`config.mk`:
```
export PLATFORM = sky130hd
export DESIGN_NAME = math_equation_solver
export DESIGN_NICKNAME = d
export VERILOG_FILES = /design/src/rtl/math_equation_solver.sv
export SDC_FILE = /design/constraint.sdc
export NUM_CORES = 1
export LEC_CHECK = 0
export CORE_ASPECT_RATIO = 1.4
export CORE_UTILIZATION = 55
export CTS_CLUSTER_SIZE = 8
export DETAILED_ROUTE_END_ITERATION = 6
export PLACE_DENSITY_LB_ADDON = 0.25
export RECOVER_POWER = 50
export SLEW_MARGIN = 25
export SYNTH_ARGS = -nofsm -noshare
export SYNTH_HDL_FRONTEND = slang
export SYNTH_SLANG_ARGS = --single-unit
```
`constraint.sdc`:
```
create_clock -name clk -period 6.6 [get_ports clk]
set_clock_uncertainty 0.1 [all_clocks]
set_input_delay 1.32 -clock clk [delete_from_list [all_inputs] [get_ports clk]]
set_output_delay 1.32 -clock clk [all_outputs]
set_load 0.05 [all_outputs]
```
`src/rtl/math_equation_solver.sv`:
```
`default_nettype none
// ============================================================================
//  Module   : math_equation_solver
//  Purpose  : Recovers operand b of q = ((1 + 3*c)*(a - b) - 4*d) >>> 1
//             from q, a, c and d using a sequential restoring divider.
//             err_o flags inputs that no integer b can produce.
//  Option   : MATH_EQUATION_SOLVER_CHECK_EN adds a CHECK state that
//             re-evaluates the forward equation with the recovered b.
//  Revision : 1.0 - initial release
// ============================================================================
module math_equation_solver #(
    parameter int WIDTH = 16
) (
    input  logic                 clk,
    input  logic                 rst,
    input  logic                 valid_i,
    output logic                 ready_o,
    input  logic [2*WIDTH+1:0]   q_i,
    input  logic [WIDTH-1:0]     a_i,
    input  logic [WIDTH-1:0]     c_i,
    input  logic [WIDTH-1:0]     d_i,
    output logic                 valid_o,
    input  logic                 ready_i,
    output logic [WIDTH-1:0]     b_o,
    output logic                 err_o
);

    localparam int c_QW = 2*WIDTH+2;        // q width
    localparam int c_NW = 2*WIDTH+3;        // numerator width / divide steps
    localparam int c_DW = WIDTH+3;          // denominator width
    localparam int c_XW = c_NW+2;           // signed quotient width
    localparam int c_CW = $clog2(c_NW+1);   // step counter width

    localparam logic [c_CW-1:0]        c_LAST     = c_CW'(c_NW-1);
    localparam logic [c_CW-1:0]        c_CNT_ONE  = 1;
    localparam logic [c_DW-1:0]        c_DW_ONE   = 1;
    localparam logic signed [c_DW-1:0] c_DEN_ONE  = 1;
    localparam logic [c_XW-1:0]        c_XW_ONE   = 1;

    localparam logic [2:0] S_IDLE  = 3'd0;
    localparam logic [2:0] S_PREP  = 3'd1;
    localparam logic [2:0] S_DIV   = 3'd2;
    localparam logic [2:0] S_FIX   = 3'd3;
    localparam logic [2:0] S_DONE  = 3'd4;
`ifdef MATH_EQUATION_SOLVER_CHECK_EN
    localparam logic [2:0] S_CHECK = 3'd5;
    localparam int         c_PW    = 2*WIDTH+5;  // forward-check width
`endif

    logic [2:0]        r_state;
    logic [c_QW-1:0]   r_q;
    logic [WIDTH-1:0]  r_a;
    logic [WIDTH-1:0]  r_c;
    logic [WIDTH-1:0]  r_d;
    logic [c_DW-1:0]   r_den_mag;
    logic              r_sn;
    logic              r_sd;
    logic [c_NW-1:0]   r_quo;     // dividend shifting out, quotient shifting in
    logic [c_DW-1:0]   r_rem;
    logic [c_CW-1:0]   r_cnt;

    // ------------------------------------------------------------------
    // Operand preparation: den = 1 + 3c, num = 2q + 4d and magnitudes
    // ------------------------------------------------------------------
    logic signed [c_DW-1:0] w_c_ext;
    logic signed [c_DW-1:0] w_den;
    logic [c_DW-1:0]        w_den_mag;
    logic [c_NW-1:0]        w_num;
    logic [c_NW-1:0]        w_num_mag;

    assign w_c_ext   = $signed({{3{r_c[WIDTH-1]}}, r_c});
    assign w_den     = w_c_ext + (w_c_ext <<< 1) + c_DEN_ONE;
    assign w_den_mag = w_den[c_DW-1] ? -w_den : w_den;
    assign w_num     = {r_q, 1'b0} + {{(c_NW-WIDTH-2){r_d[WIDTH-1]}}, r_d, 2'b00};
    assign w_num_mag = w_num[c_NW-1] ? -w_num : w_num;

    // ------------------------------------------------------------------
    // Restoring divider step: shift in next dividend bit, try subtract
    // ------------------------------------------------------------------
    logic [c_DW:0] w_trial;
    logic          w_ge;

    assign w_trial = {r_rem, r_quo[c_NW-1]};
    assign w_ge    = (w_trial >= {1'b0, r_den_mag});

    // ------------------------------------------------------------------
    // Fix-up: choose between num and num+1 as the true product
    // ------------------------------------------------------------------
    logic [c_XW-1:0]    w_qm_ext;
    logic [c_XW-1:0]    w_mag;
    logic               w_neg;
    logic               w_bad;
    logic [c_XW-1:0]    w_qs;
    logic [c_XW-WIDTH:0] w_hi;
    logic               w_oob;
    logic [WIDTH-1:0]   w_b;

    assign w_qm_ext = {2'b00, r_quo};

    // Select quotient magnitude and sign from the remainder pattern
    always_comb begin
        w_mag = w_qm_ext;
        w_neg = r_sn ^ r_sd;
        w_bad = 1'b0;
        if (r_rem == '0) begin
            w_mag = w_qm_ext;
            w_neg = r_sn ^ r_sd;
        end else if (!r_sn && (r_rem == (r_den_mag - c_DW_ONE))) begin
            // num+1 divides exactly and is one more multiple of |den|
            w_mag = w_qm_ext + c_XW_ONE;
            w_neg = r_sd;
        end else if (r_sn && (r_rem == c_DW_ONE)) begin
            // num+1 = -(Qm*|den|); a zero magnitude negates to zero
            w_mag = w_qm_ext;
            w_neg = !r_sd;
        end else begin
            w_bad = 1'b1;
        end
    end

    assign w_qs  = w_neg ? -w_mag : w_mag;
    assign w_hi  = w_qs[c_XW-1:WIDTH-1];
    assign w_oob = !((&w_hi) || (~|w_hi));
    assign w_b   = r_a - w_qs[WIDTH-1:0];

`ifdef MATH_EQUATION_SOLVER_CHECK_EN
    // ------------------------------------------------------------------
    // Forward re-evaluation of the equation with the recovered b
    // ------------------------------------------------------------------
    logic signed [WIDTH:0]  w_chk_x;
    logic signed [c_PW-1:0] w_chk_prod;
    logic signed [c_PW-1:0] w_chk_p;
    logic [c_PW-1:0]        w_chk_q;
    logic                   w_chk_bad;

    assign w_chk_x    = $signed({r_a[WIDTH-1], r_a}) - $signed({b_o[WIDTH-1], b_o});
    assign w_chk_prod = $signed({{(c_PW-WIDTH-1){w_chk_x[WIDTH]}}, w_chk_x})
                      * $signed({{(c_PW-c_DW){w_den[c_DW-1]}}, w_den});
    assign w_chk_p    = w_chk_prod - $signed({{(c_PW-WIDTH-2){r_d[WIDTH-1]}}, r_d, 2'b00});
    assign w_chk_q    = w_chk_p >>> 1;
    assign w_chk_bad  = (w_chk_q != {{3{r_q[c_QW-1]}}, r_q});
`endif

    // Control FSM with registered outputs and datapath registers
    always_ff @(posedge clk or posedge rst) begin
        if (rst) begin
            r_state   <= S_IDLE;
            ready_o   <= 1'b1;
            valid_o   <= 1'b0;
            b_o       <= '0;
            err_o     <= 1'b0;
            r_q       <= '0;
            r_a       <= '0;
            r_c       <= '0;
            r_d       <= '0;
            r_den_mag <= '0;
            r_sn      <= 1'b0;
            r_sd      <= 1'b0;
            r_quo     <= '0;
            r_rem     <= '0;
            r_cnt     <= '0;
        end else begin
            case (r_state)
                S_IDLE: begin
                    if (valid_i && ready_o) begin
                        r_q     <= q_i;
                        r_a     <= a_i;
                        r_c     <= c_i;
                        r_d     <= d_i;
                        ready_o <= 1'b0;
                        r_state <= S_PREP;
                    end
                end
                S_PREP: begin
                    r_den_mag <= w_den_mag;
                    r_sd      <= w_den[c_DW-1];
                    r_sn      <= w_num[c_NW-1];
                    r_quo     <= w_num_mag;
                    r_rem     <= '0;
                    r_cnt     <= '0;
                    r_state   <= S_DIV;
                end
                S_DIV: begin
                    r_quo <= {r_quo[c_NW-2:0], w_ge};
                    r_rem <= w_ge ? c_DW'(w_trial - {1'b0, r_den_mag})
                                  : w_trial[c_DW-1:0];
                    r_cnt <= r_cnt + c_CNT_ONE;
                    if (r_cnt == c_LAST) begin
                        r_state <= S_FIX;
                    end
                end
                S_FIX: begin
                    b_o   <= w_b;
                    err_o <= w_bad || w_oob;
`ifdef MATH_EQUATION_SOLVER_CHECK_EN
                    r_state <= S_CHECK;
`else
                    valid_o <= 1'b1;
                    r_state <= S_DONE;
`endif
                end
`ifdef MATH_EQUATION_SOLVER_CHECK_EN
                S_CHECK: begin
                    err_o   <= err_o || w_chk_bad;
                    valid_o <= 1'b1;
                    r_state <= S_DONE;
                end
`endif
                S_DONE: begin
                    if (ready_i) begin
                        valid_o <= 1'b0;
                        err_o   <= 1'b0;
                        ready_o <= 1'b1;
                        r_state <= S_IDLE;
                    end
                end
                default: begin
                    valid_o <= 1'b0;
                    ready_o <= 1'b1;
                    r_state <= S_IDLE;
                end
            endcase
        end
    end

endmodule
`default_nettype wire

```
=== Word-level counts from Yosys, hierarchy flattened ===
Index checks and enable logic that the tools add are counted.

* Logic and storage cells: 87
* Output and inout port bits: 19
* Bits in registers: 185
* Input bits: 86

* $add $sub $neg: 11
* Order comparisons: 1
* Mux-type cells: 25
* Bitwise gates (word level): 3
* Equal/unequal tests: 10
* Reductions and logical operators: 22

{| class="wikitable"
|+ Operator list
! cell !! count
|-
| two-way mux 36 bit || 2
|-
| one-hot mux 35 bit (2 select lines) || 1
|-
| two-way mux 19 bit || 2
|-
| one-hot mux 19 bit (2 select lines) || 1
|-
| two-way mux 37 bit || 1
|-
| negator 37 bit || 1
|-
| adder 35 x 1 -> 36 bit (second input constant) || 1
|-
| adder 35 bit || 1
|-
| two-way mux 35 bit || 1
|-
| negator 35 bit || 1
|-
| AND reduction 22 bit || 1
|-
| OR reduction 22 bit || 1
|-
| greater-or-equal comparator 20 x 19 -> 1 bit || 1
|-
| adder 18 x 2 -> 19 bit (second input constant) || 1
|-
| equality test 19 x 1 -> 1 bit (second input constant) || 1
|-
| equality test 19 bit || 1
|-
| logical NOT 19 bit || 1
|-
| negator 19 bit || 1
|-
| subtractor 19 x 1 -> 19 bit (second input constant) || 1
|-
| subtractor 19 bit || 1
|-
| adder 16 x 17 -> 18 bit || 1
|-
| subtractor 16 bit || 1
|-
| one-hot mux 3 bit (5 select lines) || 1
|-
| one-hot mux 6 bit (2 select lines) || 1
|-
| 20 further kinds || 46
|}

=== Depth between registers and ports, before layout ===
* Depth in word-level cells: 13
* Depth in mapped cells: 31
* Mapped depth without buffers: 30

=== Least setup slack after synthesis ===
No wires, ideal clock.

* Path type: reg-to-reg
* Start: register r_den_mag[10]
* End: register b_o[15]
* Cell stages (with the launch flop): 30
* Slack: 0.425 ns
* Data arrival time: 5.950 ns
* Setup time: 0.125 ns
* Path buffers: 3
* Data required time: 6.375 ns
* Clock period less this slack: 6.175 ns
* Path through: dfrtp_1 buf_6 or3_4 or4_4 nor3_1 xnor2_1 nand4_2 clkbuf_1 clkbuf_1 nor3_1 mux2i_1 ha_1 nor2_1 a21o_1 ha_1 nor2b_1 o21ai_0 a21oi_1 o21ai_0 a21oi_1 o21ai_0 a21oi_1 o21ai_0 a21boi_0 o21ai_0 nand2b_1 a31o_2 a31oi_1 xor3_1 mux2_2

* Cells in the longest elaborated chain, start to end: 8
* Elaborated cells between the ends (all ways): 10
* Those cells by class: 3 x add/sub; 1 x eq/ne; 5 x mux; 1 x reduce/logical

{| class="wikitable"
|+ RTL lines
! what !! RTL line !! text
|-
| from (decl) || 55 || <nowiki>logic [c_DW-1:0] r_den_mag;</nowiki>
|-
| from (signal assigned) || 175 || <nowiki>r_den_mag <= w_den_mag;</nowiki>
|-
| subtractor 19 x 1 -> 19 bit * || 108 || <nowiki>end else if (!r_sn && (r_rem == (r_den_mag - c_DW_ONE))) begin</nowiki>
|-
| equality test 19 bit * || 108 ||
|-
| logical AND 1 bit * || 108 ||
|-
| two-way mux 36 bit || 108 ||
|-
| two-way mux 36 bit || 105 || <nowiki>if (r_rem == '0) begin</nowiki>
|-
| negator 37 bit || 121 || <nowiki>assign w_qs = w_neg ? -w_mag : w_mag;</nowiki>
|-
| two-way mux 37 bit * || 121 ||
|-
| subtractor 16 bit * || 124 || <nowiki>assign w_b = r_a - w_qs[WIDTH-1:0];</nowiki>
|-
| to (signal assigned) || 193 || <nowiki>b_o <= w_b;</nowiki>
|-
| to (decl) || 24 || <nowiki>output logic [WIDTH-1:0] b_o,</nowiki>
|}

Every way passes the cells marked *; elsewhere a longest branch is shown, timed or not.
A chain may end at the register's enable or synchronous reset.

=== Final worst setup path ===
* Start: register r_den_mag[11]
* End: register b_o[15]

Same word-level chain as after synthesis.

==> results.md <==
- ANT nets after route: 0
- DRT Pass-1 Iters: 5
- First-pass GRT wire length: 60300 um
- Hold_ws: 0.379 ns
- Static Leak: 7.18 nW
- Total power: 9.97 mW
- R2R depth: 27
- Power Dens Cells: 588 nW/um^2
- Die width: 141 um
- Slew Viols, Final: 272
- Cts hold-fix bufs: 0
- Worst r2r dst: b_o[15]$_DFFE_PP0P_
- Critical path peak fanout: 7
- # DRC: 0
- Worst endpoint required time: 6.84 ns
- Arr. time, crit path: 6.44 ns
- Detail Route met3 WL: 921 um
- Startpoint Class: flop
- Total grt overflow: 0
- Clock Path Buffers: 2
- Met2 WL post-DR: 19500 um
- Largest net degree at the start of global routing: 91
- CTS tree: done
- Clock latency on the worst-skew pair: 0.47 ns
- Final core occ: 63.4%
- Crit end category: flop
- Initial Utilization: 55.8%
- Mapped Area: 14900 um^2
- Max-Cap Viols: 5
- Failing checks: max-capacitance violations, max-slew violations
- H-tree levels: 4
- Predominant post-synthesis flop cell: dfrtp_1
- Die height: 197 um
- Worst-case vdd ir drop: 0.252 mV
- Hold path endpoint: b_o[2]$_DFFE_PP0P_
- Min-delay worst type: reg2reg
- Routed vias: 12871
- Worst reg2reg startpoint: r_den_mag[11]$_DFFE_PP0P_
- Syn Area/Cell: 8.69 um^2
- Antenna diodes: 0
- Synth cell types: 82
- Initial antenna violation count: 0
- Max-slew headroom: -157%
- Clock sinks: 185
- Vias/cell: 5.96
- CTS Buf Count: 17
- Hold path startpoint: b_o[2]$_DFFE_PP0P_
- Setup TNS Final: 0 ns
- Core area: 26700 um^2
- Drt first-iter violations: 590
- Layout cells sized above 1: 10.1%
- Clk slew on worst S/H paths: 0.08 ns
- Sequential Area: 4630 um^2
- Met1 WL: 14300 um
- Area Overhead vs Synth: 13.6%
- Fin worst setup slack: 0.406 ns
- Die ar.: 27800 um^2
- Final setup viols: 0
- Top Layer Used: met4
- Area taken by multi-input logic gates: 9720 um^2
- Fin nets: 1961
- Syn nets: 1896
- Synth Instances: 1718
- Run status: finished, violations left
- Sequential area share after synthesis: 31.0%
- Final wirelength: 36200 um
- Post-synth EDFFs: 0
- Pre-CTS worst setup slack: 0.0844 ns
- Top-level port count: 105
- Dpl hpwl: 27800 um
- Cell Rows: 71
- Final Critical Period: 6.19 ns
- FF+latch count, synth: 185
- Fmax achieved: 161 MHz
- Gpl congestion: 0.928
- # port buffers: 104
- Filler cells: 2309
- Hold Crit Depth: 2
- Reg-to-reg slack, setup: 0.41 ns
- Period utilisation layout: 93.8%
- Crit path kind: reg2reg
- Worst slew pin tran: 3.83 ns
- Syn. warnings: 0
- Gr usage total: 27.2%
- FFs w/ async S/R, synth: 100%
- Vias in the first global route: 12720
- Routed len/inst: 16.7 um
- Root Driver: clkbuf_16
- Final hold violation count: 0
-- through the flow --
step | cells | cell area (um^2)
detailed placement | 2126 | 16300
floorplan | 1718 | 14900
global placement | 2126 | 16300
CTS | 2158 | 16900
finish | 2161 | 17000
global route | 2161 | 17000
-- registers in the layout, summed over array words and instances (netlist names), 3 cells and up --
name,count
b_o,16
r_a,16
r_c,16
r_cnt,6
r_d,16
r_den_mag,19
r_q,34
r_quo,35
r_rem,19
r_state,3
-- area by class of cell --
class | instances | share of cell area, %
Clock buffer | 21 | 2.77
Clock inverter | 11 | 0.945
Sequential cell | 185 | 27.3
Timing Repair Buffer | 131 | 7.20
Multi-Input combinational cell | 1370 | 57.3
Tap cell | 365 | 2.69
Inverter | 78 | 1.73
-- repair_timing --
item,4_1_cts,5_1_grt
resized for setup,0,10
buffers inserted,0,3
endpoints found under the setup margin,0,4
-- layout by cell type, fill, tap and decap left out, drive strengths merged, types with 14 or more instances in the layout --
| cell type | netlist | routed |
|---|---|---|
| nand4 | 23 | 23 |
| a22oi | 36 | 36 |
| nor2 | 105 | 105 |
| mux2 | 81 | 81 |
| nor4 | 24 | 24 |
| xnor2 | 116 | 116 |
| nand3 | 46 | 46 |
| a21o | 34 | 34 |
| inv | 78 | 81 |
| nand2 | 145 | 145 |
| a31oi | 24 | 24 |
| buf | 14 | 20 |
| or3 | 18 | 18 |
| o31ai | 14 | 14 |
| clkdlybuf4s50 | 0 | 101 |
| clkbuf | 71 | 28 |
| and3 | 20 | 20 |
| dfrtp | 184 | 184 |
| nand2b | 22 | 22 |
| ha | 88 | 88 |
| o21ai | 147 | 147 |
| mux2i | 24 | 24 |
| xor2 | 78 | 78 |
| nor3 | 59 | 59 |
| a21oi | 83 | 83 |
| nor2b | 15 | 15 |
-- where the power goes --
group / internal, mW / switching [mW]
clock: 0.633 / 0.470
sequential: 1.55 / 0.543
combinational: 2.98 / 3.80
total: 5.16 / 4.82
-- per-layer routing --
metal	vias up	GRT usage, %
met5	-	0
met4	0	13.5
met3	94	3.55
met2	267	51.9
met1	6170	29.0
li1	6340	-
-- critical path, stage by stage (launching register included) --
cell and delay, ns:
dfrtp_1 0.47, or3_4 0.43, or4_4 0.45, nor3_1 0.24, xnor2_1 0.17, nand4_2 0.20
or3_4 0.44, xnor2_2 0.16, inv_1 0.06, ha_1 0.26, nor2_1 0.04, a21o_1 0.19
ha_1 0.26, nor2b_1 0.12, o21ai_0 0.19, a21oi_1 0.13, o21ai_1 0.16, a21oi_1 0.11
o21ai_0 0.22, a21oi_1 0.13, o21ai_1 0.17, a21boi_0 0.14, o21ai_0 0.17, nand2b_1 0.11
a31o_2 0.27, a31oi_1 0.19, xor3_1 0.23, mux2_2 0.27
-- cell families (layout without fill, tap and decap cells) --
group / Yosys count / count (layout) / share of synthesized area [%]
buf+inv: 163 / 241 / 4.26
simple gates: 544 / 544 / 19.0
mux: 105 / 105 / 7.72
compound gates: 434 / 434 / 18.5
fa+ha+maj: 92 / 92 / 7.91
flops: 185 / 185 / 31.0
xor+xnor: 195 / 195 / 11.5
-- synth_stat cells, types with 16 or more instances --
cell | n | share of area [%]
dfrtp_1 | 184 | 31
nand2_1 | 145 | 3.6
o21ai_0 | 145 | 4.9
xnor2_1 | 116 | 6.8
nor2_1 | 105 | 2.6
ha_1 | 88 | 7.4
a21oi_1 | 83 | 2.8
mux2_2 | 81 | 6.1
inv_1 | 78 | 2.0
xor2_1 | 78 | 4.6
clkbuf_1 | 70 | 1.8
nor3_1 | 55 | 1.8
nand3_1 | 45 | 1.5
a22oi_1 | 35 | 1.8
a21o_1 | 34 | 1.7
a31oi_1 | 24 | 1.0
mux2i_1 | 24 | 1.6
nor4_1 | 24 | 1.0
nand2b_1 | 22 | 0.92
nand4_1 | 22 | 0.92
and3_1 | 20 | 0.84
or3_1 | 16 | 0.67
-- worst max path at each step --
stage                     cells past startpoint                  end  slack, ns                 startpoint
after global routing                         29  b_o[15]$_DFFE_PP0P_      -0.01   r_den_mag[0]$_DFFE_PP0P_
after floorplan                               1   b_o[0]$_DFFE_PP0P_       0.15                        rst
after detailed placement                     29  b_o[15]$_DFFE_PP0P_       0.08   r_den_mag[1]$_DFFE_PP0P_
after CTS                                    29  b_o[15]$_DFFE_PP0P_       0.09   r_den_mag[1]$_DFFE_PP0P_
after global placement                       29  b_o[15]$_DFFE_PP0P_       0.35   r_den_mag[1]$_DFFE_PP0P_
final                                        27  b_o[15]$_DFFE_PP0P_       0.41  r_den_mag[11]$_DFFE_PP0P_
(Power assumes the default switching activity.)
